**src/rtl/spartan6_dsp48a1_pkg.sv**
```systemverilog
// Shared definitions for the DSP48A1 slice model: opmode bit positions and
// the X/Z post-adder operand select encodings.
package spartan6_dsp48a1_pkg;

  localparam int OPMODE_W    = 8;
  localparam int OP_X_LSB    = 0;
  localparam int OP_Z_LSB    = 2;
  localparam int OP_PRE_SEL  = 4;
  localparam int OP_CARRY    = 5;
  localparam int OP_PRE_SUB  = 6;
  localparam int OP_POST_SUB = 7;

  typedef enum logic [1:0] {
    X_ZERO = 2'b00,
    X_M    = 2'b01,
    X_P    = 2'b10,
    X_DAB  = 2'b11
  } x_sel_e;

  typedef enum logic [1:0] {
    Z_ZERO = 2'b00,
    Z_PCIN = 2'b01,
    Z_P    = 2'b10,
    Z_C    = 2'b11
  } z_sel_e;

endpackage

```
**src/rtl/spartan6_dsp48a1_stage_reg.sv**
```systemverilog
// One optional pipeline stage: clocked register with sync reset and clock
// enable when EN=1, a plain wire when EN=0.
module dsp_stage_reg #(
  parameter int WIDTH = 18,
  parameter int EN    = 1
) (
  input  logic             clk,
  input  logic             i_rst,
  input  logic             i_ce,
  input  logic [WIDTH-1:0] i_d,
  output logic [WIDTH-1:0] o_q
);

  generate
    if (EN == 1) begin : g_reg
      logic [WIDTH-1:0] r_q;

      // Reset wins over clock enable.
      always_ff @(posedge clk) begin
        if (i_rst) begin
          r_q <= '0;
        end else if (i_ce) begin
          r_q <= i_d;
        end
      end

      assign o_q = r_q;
    end else begin : g_bypass
      logic w_unused_ctrl;
      assign w_unused_ctrl = &{1'b0, clk, i_rst, i_ce};
      assign o_q = i_d;
    end
  endgenerate

endmodule

```
**src/rtl/spartan6_dsp48a1.sv**
```systemverilog
// Spartan-6 DSP48A1 slice: D+/-B pre-adder, 18x18 unsigned multiplier and
// 48-bit post-adder/subtracter with carry, every stage optionally registered.
module spartan6_dsp48a1
  import spartan6_dsp48a1_pkg::*;
#(
  parameter int    A0REG       = 0,
  parameter int    A1REG       = 1,
  parameter int    B0REG       = 0,
  parameter int    B1REG       = 1,
  parameter int    CREG        = 1,
  parameter int    DREG        = 1,
  parameter int    MREG        = 1,
  parameter int    PREG        = 1,
  parameter int    CARRYINREG  = 1,
  parameter int    CARRYOUTREG = 1,
  parameter int    OPMODEREG   = 1,
  parameter string CARRYINSEL  = "OPMODE5",
  parameter string B_INPUT     = "DIRECT"
) (
  input  logic        clk,
  input  logic        RSTA,
  input  logic        RSTB,
  input  logic        RSTM,
  input  logic        RSTP,
  input  logic        RSTC,
  input  logic        RSTD,
  input  logic        RSTopmode,
  input  logic        RSTCARRYIN,
  input  logic        CEA,
  input  logic        CEB,
  input  logic        CEM,
  input  logic        CEP,
  input  logic        CEC,
  input  logic        CED,
  input  logic        CECARRYIN,
  input  logic        CEopmode,
  input  logic [17:0] A,
  input  logic [17:0] B,
  input  logic [17:0] D,
  input  logic [47:0] C,
  input  logic        CARRYIN,
  input  logic [7:0]  opmode,
  input  logic [17:0] BCIN,
  input  logic [47:0] PCIN,
  output logic [17:0] BCOUT,
  output logic [47:0] P,
  output logic [47:0] PCOUT,
  output logic [35:0] M,
  output logic        CARRYOUT,
  output logic        CARRYOUTF
);

  logic [OPMODE_W-1:0] w_op;
  logic [17:0] w_b_src;
  logic [17:0] w_b0;
  logic [17:0] w_d_r;
  logic [17:0] w_pre;
  logic [17:0] w_b1_in;
  logic [17:0] w_b1;
  logic [17:0] w_a0;
  logic [17:0] w_a1;
  logic [35:0] w_m_full;
  logic [35:0] w_m;
  logic [47:0] w_c_r;
  logic [47:0] w_x;
  logic [47:0] w_z;
  logic        w_cin_src;
  logic        w_cin;
  logic [48:0] w_x_cin;
  logic [48:0] w_post;
  logic [47:0] w_p;
  logic        w_cyo;
  logic        w_unused_inputs;

  // Inputs that a given B_INPUT / CARRYINSEL choice leaves unconnected.
  assign w_unused_inputs = &{1'b0, CARRYIN, BCIN, B};

  dsp_stage_reg #(.WIDTH(OPMODE_W), .EN(OPMODEREG)) u_op_reg (
    .clk(clk), .i_rst(RSTopmode), .i_ce(CEopmode), .i_d(opmode), .o_q(w_op)
  );

  generate
    if (B_INPUT == "DIRECT") begin : g_b_direct
      assign w_b_src = B;
    end else if (B_INPUT == "CASCADE") begin : g_b_cascade
      assign w_b_src = BCIN;
    end else begin : g_b_none
      assign w_b_src = '0;
    end

    if (CARRYINSEL == "OPMODE5") begin : g_cin_op
      assign w_cin_src = w_op[OP_CARRY];
    end else if (CARRYINSEL == "CARRYIN") begin : g_cin_port
      assign w_cin_src = CARRYIN;
    end else begin : g_cin_none
      assign w_cin_src = 1'b0;
    end
  endgenerate

  dsp_stage_reg #(.WIDTH(18), .EN(B0REG)) u_b0_reg (
    .clk(clk), .i_rst(RSTB), .i_ce(CEB), .i_d(w_b_src), .o_q(w_b0)
  );

  dsp_stage_reg #(.WIDTH(18), .EN(DREG)) u_d_reg (
    .clk(clk), .i_rst(RSTD), .i_ce(CED), .i_d(D), .o_q(w_d_r)
  );

  assign w_pre   = w_op[OP_PRE_SUB] ? (w_d_r - w_b0) : (w_d_r + w_b0);
  assign w_b1_in = w_op[OP_PRE_SEL] ? w_pre : w_b0;

  dsp_stage_reg #(.WIDTH(18), .EN(B1REG)) u_b1_reg (
    .clk(clk), .i_rst(RSTB), .i_ce(CEB), .i_d(w_b1_in), .o_q(w_b1)
  );

  dsp_stage_reg #(.WIDTH(18), .EN(A0REG)) u_a0_reg (
    .clk(clk), .i_rst(RSTA), .i_ce(CEA), .i_d(A), .o_q(w_a0)
  );

  dsp_stage_reg #(.WIDTH(18), .EN(A1REG)) u_a1_reg (
    .clk(clk), .i_rst(RSTA), .i_ce(CEA), .i_d(w_a0), .o_q(w_a1)
  );

  assign w_m_full = {18'd0, w_a1} * {18'd0, w_b1};

  dsp_stage_reg #(.WIDTH(36), .EN(MREG)) u_m_reg (
    .clk(clk), .i_rst(RSTM), .i_ce(CEM), .i_d(w_m_full), .o_q(w_m)
  );

  dsp_stage_reg #(.WIDTH(48), .EN(CREG)) u_c_reg (
    .clk(clk), .i_rst(RSTC), .i_ce(CEC), .i_d(C), .o_q(w_c_r)
  );

  always_comb begin
    w_x = '0;
    case (x_sel_e'(w_op[OP_X_LSB +: 2]))
      X_ZERO:  w_x = '0;
      X_M:     w_x = {12'd0, w_m};
      X_P:     w_x = w_p;
      X_DAB:   w_x = {w_d_r[11:0], w_a1, w_b1};
      default: w_x = '0;
    endcase
  end

  always_comb begin
    w_z = '0;
    case (z_sel_e'(w_op[OP_Z_LSB +: 2]))
      Z_ZERO:  w_z = '0;
      Z_PCIN:  w_z = PCIN;
      Z_P:     w_z = w_p;
      Z_C:     w_z = w_c_r;
      default: w_z = '0;
    endcase
  end

  dsp_stage_reg #(.WIDTH(1), .EN(CARRYINREG)) u_cyi_reg (
    .clk(clk), .i_rst(RSTCARRYIN), .i_ce(CECARRYIN), .i_d(w_cin_src), .o_q(w_cin)
  );

  // 49-bit arithmetic: bit 48 is the carry on add and the borrow on subtract.
  assign w_x_cin = {1'b0, w_x} + {48'd0, w_cin};
  assign w_post  = w_op[OP_POST_SUB] ? ({1'b0, w_z} - w_x_cin)
                                     : ({1'b0, w_z} + w_x_cin);

  dsp_stage_reg #(.WIDTH(48), .EN(PREG)) u_p_reg (
    .clk(clk), .i_rst(RSTP), .i_ce(CEP), .i_d(w_post[47:0]), .o_q(w_p)
  );

  dsp_stage_reg #(.WIDTH(1), .EN(CARRYOUTREG)) u_cyo_reg (
    .clk(clk), .i_rst(RSTCARRYIN), .i_ce(CECARRYIN), .i_d(w_post[48]), .o_q(w_cyo)
  );

  assign BCOUT     = w_b1;
  assign M         = w_m;
  assign P         = w_p;
  assign PCOUT     = w_p;
  assign CARRYOUT  = w_cyo;
  assign CARRYOUTF = w_cyo;

endmodule

```
**config.mk**
```make
export PLATFORM = sky130hd
export DESIGN_NAME = spartan6_dsp48a1
export DESIGN_NICKNAME = d
export VERILOG_FILES = /design/src/rtl/spartan6_dsp48a1_pkg.sv /design/src/rtl/spartan6_dsp48a1_stage_reg.sv /design/src/rtl/spartan6_dsp48a1.sv
export SDC_FILE = /design/constraint.sdc
export NUM_CORES = 1
export LEC_CHECK = 0
export ABC_AREA = 1
export BUFFER_PORTS_ARGS = -buffer_cell sky130_fd_sc_hd__buf_2
export CAP_MARGIN = 10
export CORE_MARGIN = 2
export CORE_UTILIZATION = 50
export DETAILED_ROUTE_END_ITERATION = 6
export PLACE_DENSITY = 0.73
export SETUP_SLACK_MARGIN = 0.5
export SLEW_MARGIN = 20
export SYNTH_ARGS = -nofsm -noshare
export SYNTH_HDL_FRONTEND = slang
export SYNTH_SLANG_ARGS = --single-unit
```
**constraint.sdc**
```tcl
create_clock -name clk -period 6.5 [get_ports clk]
set_clock_uncertainty 0.2 [all_clocks]
set_input_delay 0.975 -clock clk [delete_from_list [all_inputs] [get_ports clk]]
set_output_delay 0.975 -clock clk [all_outputs]
set_load 0.05 [all_outputs]
```
# Word-level counts from Yosys, hierarchy flattened
# Cells that the tools add are included.
[op_classes]
n_mul = 1
n_eq_ne = 6
reduce_logical = 2
n_mux = 5
add_sub_neg = 5
[ops]
columns = ["cell", "n"]
rows = [
  ["$pmux W48 S4", 2],
  ["$add A48 B1 Y49", 1],
  ["$add A48 B49 Y49", 1],
  ["$mux W49", 1],
  ["$sub A48 B49 Y49", 1],
  ["$mul A18 B18 Y36", 1],
  ["$mux W18", 2],
  ["$add A18 B18 Y18", 1],
  ["$sub A18 B18 Y18", 1],
  ["$eq A2 B2 Y1 const B", 4],
  ["$eq A2 B1 Y1 const B", 2],
  ["$logic_not A2 Y1", 2],
]
[totals]
out_inout_bits = 152
register_bits = 196
elab_cells = 28
inputBits = 194

# Longest topological paths before layout
[depth]
ltp_word = 5
mapped_depth = 41
ltp_nobuf = 38

# Cells and area by module
# A second synthesis with hierarchy kept.
[unflattened]
cells_unflattened = 4609
area_unflattened_um2 = 29676.0
[by_module_without_submodules]
columns = ["mod", "instances", "area_each_um2", "seq_area_each_um2", "cells_each"]
rows = [
  ["spartan6_dsp48a1", 1, 21236.6, 0.0, 3328],
  ["dsp_stage_reg (u_c_reg ...)", 2, 1976.9, 960.9, 305],
  ["dsp_stage_reg (u_a1_reg ...)", 3, 759.5, 360.3, 114],
  ["dsp_stage_reg (u_m_reg)", 1, 1505.2, 720.7, 228],
  ["dsp_stage_reg (u_op_reg)", 1, 341.6, 160.2, 51],
  ["dsp_stage_reg (u_a0_reg ...)", 2, 135.1, 0.0, 18],
  ["dsp_stage_reg (u_cyi_reg ...)", 2, 45.0, 20.0, 7],
]

# Worst setup path before layout
# OpenSTA, ideal clock, no wires.
[synth_timing]
path_kind = "reg2reg"
start = "register u_b1_reg.g_reg.r_q[3] (netlist: u_b1_reg.o_q[3])"
end = "register u_m_reg.g_reg.r_q[33] (netlist: u_m_reg.o_q[33])"
setup_time_ps = 109
path_buffers = 2
t_arrival_ps = 6324
t_required_ps = 6191
synth_period_minus_slack_ps = 6633
setup_slack_ps = -133
path_stages_with_launch = 30
path_cell_list = "dfxtp_1 > clkbuf_1 > clkbuf_1 > nand2_1 > fa_1 > inv_1 > fa_1 > inv_1 > fa_1 > inv_1 > fa_1 > inv_1 > fa_1 > inv_1 > fa_1 > ha_1 > nand2_1 > nor2_1 > nor2_1 > a21boi_0 > o21ai_0 > nand2_1 > o21ai_0 > nand2_1 > nand2_1 > nand3_1 > nand3_1 > nand3_1 > nand2_1 > inv_1"
[synth_between]
elab_chain_cells = 1
[synth_rtl]
columns = ["item", "line_no", "source"]
rows = [
  ["from (decl)", "spartan6_dsp48a1_stage_reg.sv:16", "logic [WIDTH-1:0] r_q;"],
  ["from (signal assigned)", "spartan6_dsp48a1_stage_reg.sv:23", "r_q <= i_d;"],
  ["$mul A18 B18 Y36", "spartan6_dsp48a1.sv:123", "assign w_m_full = {18'd0, w_a1} * {18'd0, w_b1};"],
  ["to (signal assigned)", "spartan6_dsp48a1_stage_reg.sv:23", ""],
  ["to (decl)", "spartan6_dsp48a1_stage_reg.sv:16", ""],
]
# No other way between the ends.
# A chain may end at the register's enable or synchronous reset.

# Worst setup path in the final report
[layout_timing]
start = "register u_a1_reg.g_reg.r_q[15] (netlist: u_a1_reg.o_q[15])"
end = "register u_m_reg.g_reg.r_q[31] (netlist: u_m_reg.o_q[31])"
[layout_between]
elab_chain_cells = 1
[layout_rtl]
columns = ["item", "line_no"]
rows = [
  ["from (decl)", "spartan6_dsp48a1_stage_reg.sv:16"],
  ["from (signal assigned)", "spartan6_dsp48a1_stage_reg.sv:23"],
  ["$mul A18 B18 Y36", "spartan6_dsp48a1.sv:123"],
]
# No other way between the ends.

==> impl_metrics.csv <==
group,metric,value,unit
run_status,status,"finished, final reports clean",
critical_path,arrival,6.10,ns
yosys,syn_nets,4891,
sta,holdWs,0.2648,ns
routing,drc,0,
sta,setup_tns,0,ns
cells_and_area,drive_gt1_share,15.90,%
sta,worstMarginPinSlew,1.125,ns
power_and_ir_drop,ir_worst_vdd,0.0002355,V
placement,dp_hpwl,77.92,mm
power_and_ir_drop,total_leakage_power,0.01707,uW
floorplanning,start_util,50.37,%
grt,grt_pass1_vias,27220,
cts,htreeDepth,4,
placement,io_buffers,326,
routing,drt-wirelength-per-cell,18.19,um
critical_path,reg2reg_to,"u_m_reg.o_q[31]",
placement,gp_routability_congestion,0.9934,
cts,cts_buffers,17,
yosys,synthArstFlopShare,0,%
sta,final-setup-viol-count,0,
yosys,avgSynthCellArea,6.628,um^2
cts,cts_tree,"built",
cts,postCtsHoldBufs,0,
cts,path_clk_slew,0.08,ns
yosys,yosysWarnings,0,
power_and_ir_drop,power.density,180.5,nW/um^2
critical_path,ff2ff_path_depth,23,
hold_path,hp-start,"u_c_reg.o_q[11]",
routing,drt_iter0_markers,2078,
floorplanning,die_h,241.6,um
sta,rsz0062_at_grt,"true",
sta,min_period_over_period,90.62,%
critical_path,critPathKind,"reg2reg",
sta,slew-limit-headroom,24.91,%
cts,clock_latency,0.53,ns
critical_path,worstPathRequired,6.71,ns
cells_and_area,area_growth,11.97,%
sta,clock.fmax,169.8,MHz
hold_path,hold_path.class,"reg2reg",
sta,hold_violations,0,
cts,cts_root_buf,"clkbuf_16",
grt,grt_pass1_wl,149.9,mm
critical_path,rrSetupSlack,0.61,ns
cells_and_area,num_antenna_cells,0,
critical_path,cp-start-kind,"flop",
cells_and_area,nNetsFinal,5115,
sta,finalCriticalPeriod,5.890,ns
routing,vias_per_cell,5.368,
yosys,yosysSeqAreaShare,13.90,%
yosys,synth_cell_types,58,
critical_path,worstSetupEndpoint,"u_m_reg.o_q[31]",
routing,routed-via-count,28190,
sta,drv_slew,0,
yosys,ys_seq_elements,196,
job,cap_viol_max_count,0,
critical_path,cp-end-kind,"flop",
floorplanning,rows,87,
floorplanning,ioPinCount,346,
grt,antenna_found_initial,0,
floorplanning,fp.dieW,241.6,um
floorplanning,core-area,56060,um^2
grt,grt_start_max_net_pins,75,
routing,antenna_left,0,
floorplanning,die-area,58390,um^2
cts,clockBufferDepth,2,
critical_path,path_max_fanout,8,
cts,clock-sinks,196,
grt,overflow,0,
routing,drt_pass1_iterations,5,
yosys,dominantRegCellSynth,"dfxtp_1",
critical_path,startpoint,"u_a1_reg.o_q[15]",
routing,drt-total-wl,95.54,mm
yosys,synth_enable_flop_cells,0,
critical_path,r2r_start,"u_a1_reg.o_q[15]",
yosys,syn-cell-area,28240,um^2
grt,grt_usage,32.73,%
yosys,synthCells,4260,
==> cells in the mapped netlist, drive strengths merged, types with 5 or more instances <==
master	instances	share of area [%]
nand4	45	1.0
o21ai	165	3.0
xnor2	37	1.1
nand3	301	6.0
clkinv	5	0.066
o21bai	6	0.16
a21boi	5	0.13
inv	775	10
nand2	1137	16
buf	104	2.7
a21oi	284	5.0
nor3	23	0.43
a31oi	25	0.55
clkbuf	132	1.8
o31ai	5	0.13
o221ai	6	0.19
ha	179	7.9
a211oi	10	0.27
nor2	366	5.8
xor2	103	3.2
fa	258	18
o211ai	48	1.3
nand3b	7	0.19
dfxtp	196	14
o21a	12	0.32
==> worst min-delay path by stage <==
stage,end,slack (ns),depth (start not counted)
5_1_grt,u_c_reg.o_q[43],0.28,2
2_1_floorplan,u_cyi_reg.o_q,0.23,2
3_5_place_dp,u_cyi_reg.o_q,0.25,2
4_1_cts,u_cyi_reg.o_q,0.27,2
3_3_place_gp,u_c_reg.o_q[18],0.25,2
6_report,u_c_reg.o_q[11],0.26,2
==> power by group <==
part / internal [uW] / switching, uW / leakage, uW
clock: 572 / 569 / 0.000274
sequential: 1310 / 247 / 0.00164
combinational: 981 / 2020 / 0.0152
==> final cells by class <==
type | count | area [um^2]
tap | 756 | 945.9
clock buffer | 19 | 432.9
sequential | 196 | 4021
multi-input combinational | 3049 | 20500
inverter | 780 | 2939
fill | 5477 | 24440
clock inverter | 12 | 145.1
timing repair buffer | 440 | 2633
==> per-stage QoR <==
stage / instance area, um^2 / total power, uW / worst slack (ns) / std cells / utilization (%)
6_report: 31620 / 5708 / 0.6100 / 5252 / 56.40
5_1_grt: 31620 / 6061 / 0.3518 / 5252 / 56.40
4_1_cts: 30990 / 5579 / 0.5028 / 5227 / 55.29
3_5_place_dp: 30240 / 4413 / 0.1350 / 5187 / 53.95
3_3_place_gp: 30240 / 4398 / 0.2161 / 5187 / 53.95
2_1_floorplan: 28310 / 3647 / 0.5001 / 4260 / -
==> kinds of logic (layout without fill, tap and decap cells) <==
logic type	count (synthesis)	in the layout	synth area share, %
adders and majority gates	437	437	26.22
DFF	196	196	13.90
and+or+nand+nor	1888	1889	29.15
buffers and inverters	1016	1251	14.82
AOI/OAI and AO/OA	583	583	11.55
xor gates and xnor gates	140	140	4.369
==> registers in the layout, summed over array words and instances (netlist names) <==
name           cells
u_p_reg.o_q       48
u_cyi_reg.o_q      1
u_a1_reg.o_q      18
u_op_reg.o_q       8
u_b1_reg.o_q      18
u_d_reg.o_q       18
u_m_reg.o_q       36
u_c_reg.o_q       48
u_cyo_reg.o_q      1
==> cell usage in the layout, fill, tap and decap left out, drive strengths merged, types with 7 or more instances in the layout <==
master,Yosys,final
a211oi,10,10
nand3b,7,7
nand2,1137,1137
ha,179,179
nor3,23,23
fa,258,258
nand4,45,45
o21a,12,12
buf,104,440
clkbuf,132,19
inv,775,779
nor2,366,367
xnor2,37,37
o21ai,165,165
a31oi,25,25
a21oi,284,284
dfxtp,196,196
nand3,301,301
o211ai,48,48
xor2,103,103
clkinv,5,8
==> per-layer routing <==
| layer | vias to the layer above | global-route usage, % | part of all wire, % |
|---|---|---|---|
| met2 | 1066 | 54.56 | 47 |
| met4 | 0 | 16.11 | 5.1 |
| li1 | 13660 | - | - |
| met5 | - | 0 | 0 |
| met1 | 13240 | 41.38 | 41 |
| met3 | 232 | 4.972 | 6.9 |
==> critical path, stage by stage, from the launching register on <==
cell and delay, ns:
dfxtp_2 0.44, buf_4 0.21, nand2_1 0.08, fa_1 0.51, inv_1 0.05, fa_1 0.49, fa_1 0.51, fa_1 0.55
inv_1 0.05, fa_1 0.49, inv_1 0.08, fa_1 0.46, ha_1 0.35, a21oi_1 0.24, o21a_1 0.19, o221a_2 0.20
o21ai_2 0.06, nand2_1 0.08, nand2_2 0.07, buf_4 0.15, a21oi_2 0.10, o21ai_1 0.09, o211ai_1 0.09, inv_1 0.06
==> what timing repair did <==
item	CTS	global route
cloned	0	1
pin swaps	1	35
setup buffers	9	24
resized for setup	36	113
setup endpoints to repair	23	35
No activity file was read; power rests on OpenSTA's default activity.
